===== src/rtl/layer1_accumulator_if.sv =====
// Stream bundle between the layer-1 systolic array, the tap accumulator and
// the pixel consumer. The master drives beats and back-pressure; the slave is the accumulator.
interface layer1_accumulator_if;
  logic         clear;
  logic         in_valid;
  logic         in_ready;
  logic [127:0] psum_in;
  logic [127:0] bias;
  logic         out_valid;
  logic         out_ready;
  logic [127:0] out_data;
  logic         frame_done;
  logic [15:0]  pixel_cnt;

  modport master (
    output clear, in_valid, psum_in, bias, out_ready,
    input  in_ready, out_valid, out_data, frame_done, pixel_cnt
  );

  modport slave (
    input  clear, in_valid, psum_in, bias, out_ready,
    output in_ready, out_valid, out_data, frame_done, pixel_cnt
  );
endinterface


===== src/rtl/layer1_accumulator.sv =====
// Layer-1 tap accumulator: sums TAPS partial dot products per channel, adds
// bias, shifts, applies ReLU + 16-bit saturation and counts output pixels per frame.
module layer1_accumulator #(
  parameter int TAPS   = 9,
  parameter int ACC_W  = 24,
  parameter int SHIFT  = 0,
  parameter int PIXELS = 900
) (
  input  logic                 clk,
  input  logic                 rst_n,
  layer1_accumulator_if.slave  bus
);

  localparam int NCH   = 8;
  localparam int TAP_W = (TAPS > 1) ? $clog2(TAPS) : 1;
  localparam logic signed [ACC_W:0] SAT_MAX = (ACC_W+1)'(32767);

  logic [TAP_W-1:0]        tap_cnt_q, tap_cnt_d;
  logic signed [ACC_W-1:0] acc_q [NCH];
  logic signed [ACC_W-1:0] acc_d [NCH];
  logic                    out_valid_q, out_valid_d;
  logic [127:0]            out_data_q, out_data_d;
  logic                    frame_done_q, frame_done_d;
  logic [15:0]             pixel_cnt_q, pixel_cnt_d;

  logic         last_tap;
  logic         accept;
  logic         fire;
  logic         handshake;
  logic [127:0] pixel_new;

  function automatic logic signed [ACC_W-1:0] sext16(input logic [15:0] x);
    return {{(ACC_W-16){x[15]}}, x};
  endfunction

  // One bit of headroom so acc + psum + bias never wraps before saturation.
  function automatic logic signed [ACC_W:0] final_sum(
    input logic signed [ACC_W-1:0] a,
    input logic [15:0]             p,
    input logic [15:0]             b
  );
    logic signed [ACC_W:0] s;
    s = {a[ACC_W-1], a} + {{(ACC_W-15){p[15]}}, p} + {{(ACC_W-15){b[15]}}, b};
    return s >>> SHIFT;
  endfunction

  function automatic logic [15:0] relu_sat(input logic signed [ACC_W:0] v);
    logic [15:0] r;
    if (v[ACC_W])
      r = 16'h0000;
    else if (v > SAT_MAX)
      r = 16'h7fff;
    else
      r = v[15:0];
    return r;
  endfunction

  // Only the final tap can stall; in_ready depends combinationally on out_ready.
  assign last_tap  = (tap_cnt_q == TAP_W'(TAPS-1));
  assign accept    = bus.in_valid & bus.in_ready;
  assign fire      = accept & last_tap & ~bus.clear;
  assign handshake = out_valid_q & bus.out_ready;

  assign bus.in_ready   = ~last_tap | ~out_valid_q | bus.out_ready;
  assign bus.out_valid  = out_valid_q;
  assign bus.out_data   = out_data_q;
  assign bus.frame_done = frame_done_q;
  assign bus.pixel_cnt  = pixel_cnt_q;

  always_comb begin
    pixel_new = '0;
    for (int k = 0; k < NCH; k++) begin
      pixel_new[16*k +: 16] = relu_sat(final_sum(acc_q[k], bus.psum_in[16*k +: 16],
                                                 bus.bias[16*k +: 16]));
    end
  end

  always_comb begin
    tap_cnt_d = tap_cnt_q;
    for (int k = 0; k < NCH; k++) acc_d[k] = acc_q[k];
    if (bus.clear || fire) begin
      tap_cnt_d = '0;
      for (int k = 0; k < NCH; k++) acc_d[k] = '0;
    end else if (accept) begin
      tap_cnt_d = tap_cnt_q + TAP_W'(1);
      for (int k = 0; k < NCH; k++) acc_d[k] = acc_q[k] + sext16(bus.psum_in[16*k +: 16]);
    end
  end

  always_comb begin
    out_valid_d  = fire | (out_valid_q & ~bus.out_ready);
    out_data_d   = fire ? pixel_new : out_data_q;
    frame_done_d = 1'b0;
    pixel_cnt_d  = pixel_cnt_q;
    if (handshake) begin
      if (pixel_cnt_q == 16'(PIXELS-1)) begin
        pixel_cnt_d  = '0;
        frame_done_d = 1'b1;
      end else begin
        pixel_cnt_d = pixel_cnt_q + 16'd1;
      end
    end
  end

  always_ff @(posedge clk or negedge rst_n) begin
    if (!rst_n) begin
      tap_cnt_q    <= '0;
      for (int k = 0; k < NCH; k++) acc_q[k] <= '0;
      out_valid_q  <= 1'b0;
      out_data_q   <= '0;
      frame_done_q <= 1'b0;
      pixel_cnt_q  <= '0;
    end else begin
      tap_cnt_q    <= tap_cnt_d;
      for (int k = 0; k < NCH; k++) acc_q[k] <= acc_d[k];
      out_valid_q  <= out_valid_d;
      out_data_q   <= out_data_d;
      frame_done_q <= frame_done_d;
      pixel_cnt_q  <= pixel_cnt_d;
    end
  end

endmodule


===== src/flat_wrapper.sv =====
// flat-port wrapper written by rule: the top's interface ports become plain ports
module layer1_accumulator_flat 
#(
  parameter int TAPS   = 9,
  parameter int ACC_W  = 24,
  parameter int SHIFT  = 0,
  parameter int PIXELS = 900
)
  (clk, rst_n, bus_clear, bus_in_valid, bus_psum_in, bus_bias, bus_out_ready, bus_in_ready, bus_out_valid, bus_out_data, bus_frame_done, bus_pixel_cnt);
  layer1_accumulator_if bus_i ();
  input  logic clk;
  input  logic rst_n;
  input wire logic [$bits(bus_i.clear)-1:0] bus_clear;
  input wire logic [$bits(bus_i.in_valid)-1:0] bus_in_valid;
  input wire logic [$bits(bus_i.psum_in)-1:0] bus_psum_in;
  input wire logic [$bits(bus_i.bias)-1:0] bus_bias;
  input wire logic [$bits(bus_i.out_ready)-1:0] bus_out_ready;
  output wire logic [$bits(bus_i.in_ready)-1:0] bus_in_ready;
  output wire logic [$bits(bus_i.out_valid)-1:0] bus_out_valid;
  output wire logic [$bits(bus_i.out_data)-1:0] bus_out_data;
  output wire logic [$bits(bus_i.frame_done)-1:0] bus_frame_done;
  output wire logic [$bits(bus_i.pixel_cnt)-1:0] bus_pixel_cnt;
  assign bus_i.clear = bus_clear;
  assign bus_i.in_valid = bus_in_valid;
  assign bus_i.psum_in = bus_psum_in;
  assign bus_i.bias = bus_bias;
  assign bus_i.out_ready = bus_out_ready;
  assign bus_in_ready = bus_i.in_ready;
  assign bus_out_valid = bus_i.out_valid;
  assign bus_out_data = bus_i.out_data;
  assign bus_frame_done = bus_i.frame_done;
  assign bus_pixel_cnt = bus_i.pixel_cnt;
  layer1_accumulator #(.TAPS(TAPS), .ACC_W(ACC_W), .SHIFT(SHIFT), .PIXELS(PIXELS)) u_core (.clk(clk), .rst_n(rst_n), .bus(bus_i));
endmodule

===== config.mk =====
export PLATFORM = sky130hd
export DESIGN_NAME = layer1_accumulator_flat
export DESIGN_NICKNAME = d
export VERILOG_FILES = /design/src/rtl/layer1_accumulator_if.sv /design/src/rtl/layer1_accumulator.sv /design/src/flat_wrapper.sv
export SDC_FILE = /design/constraint.sdc
export NUM_CORES = 2
export LEC_CHECK = 0
export BUFFER_PORTS_ARGS = -buffer_cell sky130_fd_sc_hd__buf_4
export CORE_MARGIN = 8
export CORE_UTILIZATION = 44
export DETAILED_ROUTE_END_ITERATION = 16
export GPL_TIMING_DRIVEN = 1
export SLEW_MARGIN = 30
export SYNTH_ARGS = -nofsm -noshare
export SYNTH_HDL_FRONTEND = slang
export SYNTH_SLANG_ARGS = --single-unit

===== constraint.sdc =====
create_clock -name clk -period 7.5 [get_ports clk]
set_input_delay 0.375 -clock clk [delete_from_list [all_inputs] [get_ports clk]]
set_output_delay 0.375 -clock clk [all_outputs]
set_load 0.01 [all_outputs]

==> impl_metrics.env <==
export IMPL_grt_ovfl_total=0
export IMPL_via_per_inst=5.69
export IMPL_final_common_cell="buf_4"
export IMPL_dpl_cell_area_um2=38500
export IMPL_die_area_um2=87200
export IMPL_status="finished clean"
export IMPL_peakVddDrop_mv=0.208
export IMPL_r2r_slack_ns=2.77
export IMPL_cts_tree="built"
export IMPL_design_area_um2=40200
export IMPL_cp_top_family="compound AO/OA/AOI/OAI gates"
export IMPL_hp_start="bus_out_ready"
export IMPL_drc=0
export IMPL_synth_area_per_cell_um2=9.20
export IMPL_crit_cells=14
export IMPL_rows=102
export IMPL_via_count=29500
export IMPL_yosys_warnings=0
export IMPL_finalSetupTns_ns=0
export IMPL_start_util=0.444
export IMPL_synthFlopType="dfrtp_1"
export IMPL_crit_buf_inv=1
export IMPL_mappedNetlistArea_um2=34300
export IMPL_synth_seq_cells=342
export IMPL_layout_common_cells="416 x buf_4, 371 x ha_1, 348 x nand2_1"
export IMPL_place_hpwl_mm=76.1
export IMPL_io_buffers=407
export IMPL_final_nets=4945
export IMPL_worst_pin_slew_ns=0.931
export IMPL_clock_sinks=342
export IMPL_clk_latency_ns=0.60
export IMPL_core_region_area_um2=77300
export IMPL_gp_congestion=0.900
export IMPL_setup_viol=0
export IMPL_syn_inst=3732
export IMPL_worstRegToRegCells=14
export IMPL_wl_mm=99.5
export IMPL_die_h_um=295
export IMPL_ys_async_sr_fraction=1.00
export IMPL_crit_path_max_fanout=15
export IMPL_slew_headroom=0.364
export IMPL_drive_above_1_share=0.142
export IMPL_ys_types=88
export IMPL_htreeDepth=2
export IMPL_report_final_slew_viol_count=0
export IMPL_hold_violations=0
export IMPL_worstReg2RegStart="u_core.acc_q[169]"
export IMPL_synth_seq_area_share=0.249
export IMPL_first_iter_violations=1628
export IMPL_area_growth_pct=17.1
export IMPL_endpoint="u_core.bus.out_data[3]"
export IMPL_root_buffer="clkbuf_16"
export IMPL_cp_slowest_stage_delay_ns=0.68
export IMPL_leakagePower_nw=19.2
export IMPL_first_pass_iters=5
export IMPL_fin_skew_ns=0.0389
export IMPL_cts_made_buffers=48
export IMPL_hold_class="primary input to register"
export IMPL_cp_data_arrival_time_ns=5.19
export IMPL_period_minus_slack_ns=4.73
export IMPL_wl_per_cell_um=19.2
export IMPL_cts_buffer_depth=3
export IMPL_grt_usage=0.223
export IMPL_die_x_um=295
export IMPL_post_route_util=0.520
export IMPL_antenna_found_initial=6
export IMPL_rr_endpoint="u_core.bus.out_data[3]"
export IMPL_period_share=0.631
export IMPL_path_cells="fa_1, ha_1, inv_1, fa_1, nor2b_1, o31ai_1, a211oi_1, o21ai_1, o21ai_1, a2111oi_0, a211o_1, a41o_1, nand4_1, o221a_2"
export IMPL_grt_pass1_vias=29100
export IMPL_endpoint_kind="register"
export IMPL_slowest_stage="a2111oi_0"
export IMPL_setup_worst_path_start="u_core.acc_q[169]"
export IMPL_power_density_nw_per_um2=385
export IMPL_boundaryPins=408
export IMPL_rsz0062_at_grt="false"
export IMPL_synth_net_count=4572
export IMPL_required_ns=7.96
export IMPL_grt_max_degree=190
export IMPL_critical_path_class="register to register"
export IMPL_path_clk_slew_ns=0.06
export IMPL_ant_nets=0
export IMPL_drv_cap=0
export IMPL_critPathLaunchType="register"
export IMPL_max_freq_ghz=0.211
export IMPL_synth_edf_count=0
export IMPL_grt_pass1_wl_mm=159
cell families after synthesis:
kind of cell,after synthesis,synth area share
AO/OA/AOI/OAI,1255,0.248
XOR/XNOR,298,0.0760
adder cells (fa/ha/maj),579,0.257
buffers and inverters,261,0.0289
flip-flops,342,0.249
multiplexers,18,0.00536
AND/OR/NAND/NOR,979,0.136
sequential cells by signal, indices dropped and copies added (netlist names):
signal	flops
u_core.acc_q	192
u_core.bus.frame_done	1
u_core.bus.out_data	128
u_core.bus.out_valid	1
u_core.bus.pixel_cnt	16
u_core.tap_cnt_q	4
timing repair:
action                                 CTS  global route
setup buffers                            0             0
endpoints found under the hold margin   88             0
hold buffers                             1             0
gates resized for setup                  0             0
per-layer routing:
metal  global-route usage  part of all wire  up-vias  wire length, um
li1                     -                 -    14500                -
met1                0.312              0.47    14200            46600
met2                0.367              0.46      614            46200
met3               0.0313             0.050       90             4960
met4               0.0454             0.016        4             1640
met5                    0           0.00027        -               27
cell type report:
| class | instances | area [um^2] |
|---|---|---|
| inverters | 161 | 604 |
| flip-flops and latches | 342 | 8560 |
| clock buffers | 73 | 1440 |
| diodes | 3 | 7.51 |
| repair buffers | 423 | 3260 |
| clock inverters | 14 | 210 |
| fillers | 7330 | 37100 |
| multi-input cells | 3129 | 24800 |
| well taps | 1040 | 1300 |
metrics by stage:
stage	std cells	worst slack, ns	total power, mW	hold slack, ns
2_1_floorplan	3732	3.31	10.8	0.0794
3_3_place_gp	5092	2.74	13.0	0.437
3_5_place_dp	5092	2.69	13.0	0.438
4_1_cts	5180	2.79	15.6	0.107
5_1_grt	5185	2.31	17.0	0.145
6_report	5185	2.77	15.5	0.147
synthesized netlist by cell type (all sizes together) (17+ instances only):
master	instances	area [um^2]
o21bai	35	263
and2	36	225
ha	371	4640
nor2b	36	225
o211ai	20	150
o21a	45	338
or3	19	119
clkbuf	87	328
a21oi	287	1440
o22ai	21	131
or2	17	106
o31ai	28	224
fa	208	4160
a221o	17	170
o221a	61	687
xnor2	172	1510
xor2	126	1100
dfrtp	342	8560
a22o	30	263
a31oi	33	206
nor3	74	370
a22oi	23	173
nand3	79	395
a21o	143	1070
o21ai	297	1490
and3	37	236
nor4	22	144
nor2	197	739
a211oi	35	263
nand2b	50	313
inv	161	604
nand4	27	169
nand2	348	1310
a2111oi	20	209
worst reg2reg max path, stage by stage (launching register included):
cell	delay (ns)
dfrtp_1	0.43
fa_1	0.45
ha_1	0.22
inv_1	0.08
fa_1	0.21
nor2b_1	0.07
o31ai_1	0.39
a211oi_1	0.18
o21ai_1	0.22
o21ai_1	0.18
a2111oi_0	0.68
a211o_1	0.22
a41o_1	0.17
nand4_1	0.60
o221a_2	0.52
where the power goes:
part / leakage, nW / switching, mW / internal [mW]
Clock: 0.812 / 0.920 / 1.49
Sequential: 4.57 / 0.475 / 2.29
Combinational: 13.8 / 5.73 / 4.60
how the worst min path moves through the flow:
stage	end	slack (ns)	cells after the start
final	u_core.bus.out_valid	0.15	3
after global routing	u_core.acc_q[24]	0.14	3
after CTS	u_core.bus.out_valid	0.11	3
after detailed placement	u_core.bus.out_data[12]	0.44	1
after global placement	u_core.bus.out_data[12]	0.44	1
after floorplan	u_core.acc_q[0]	0.08	0
Power figures use the tool's default switching activity.
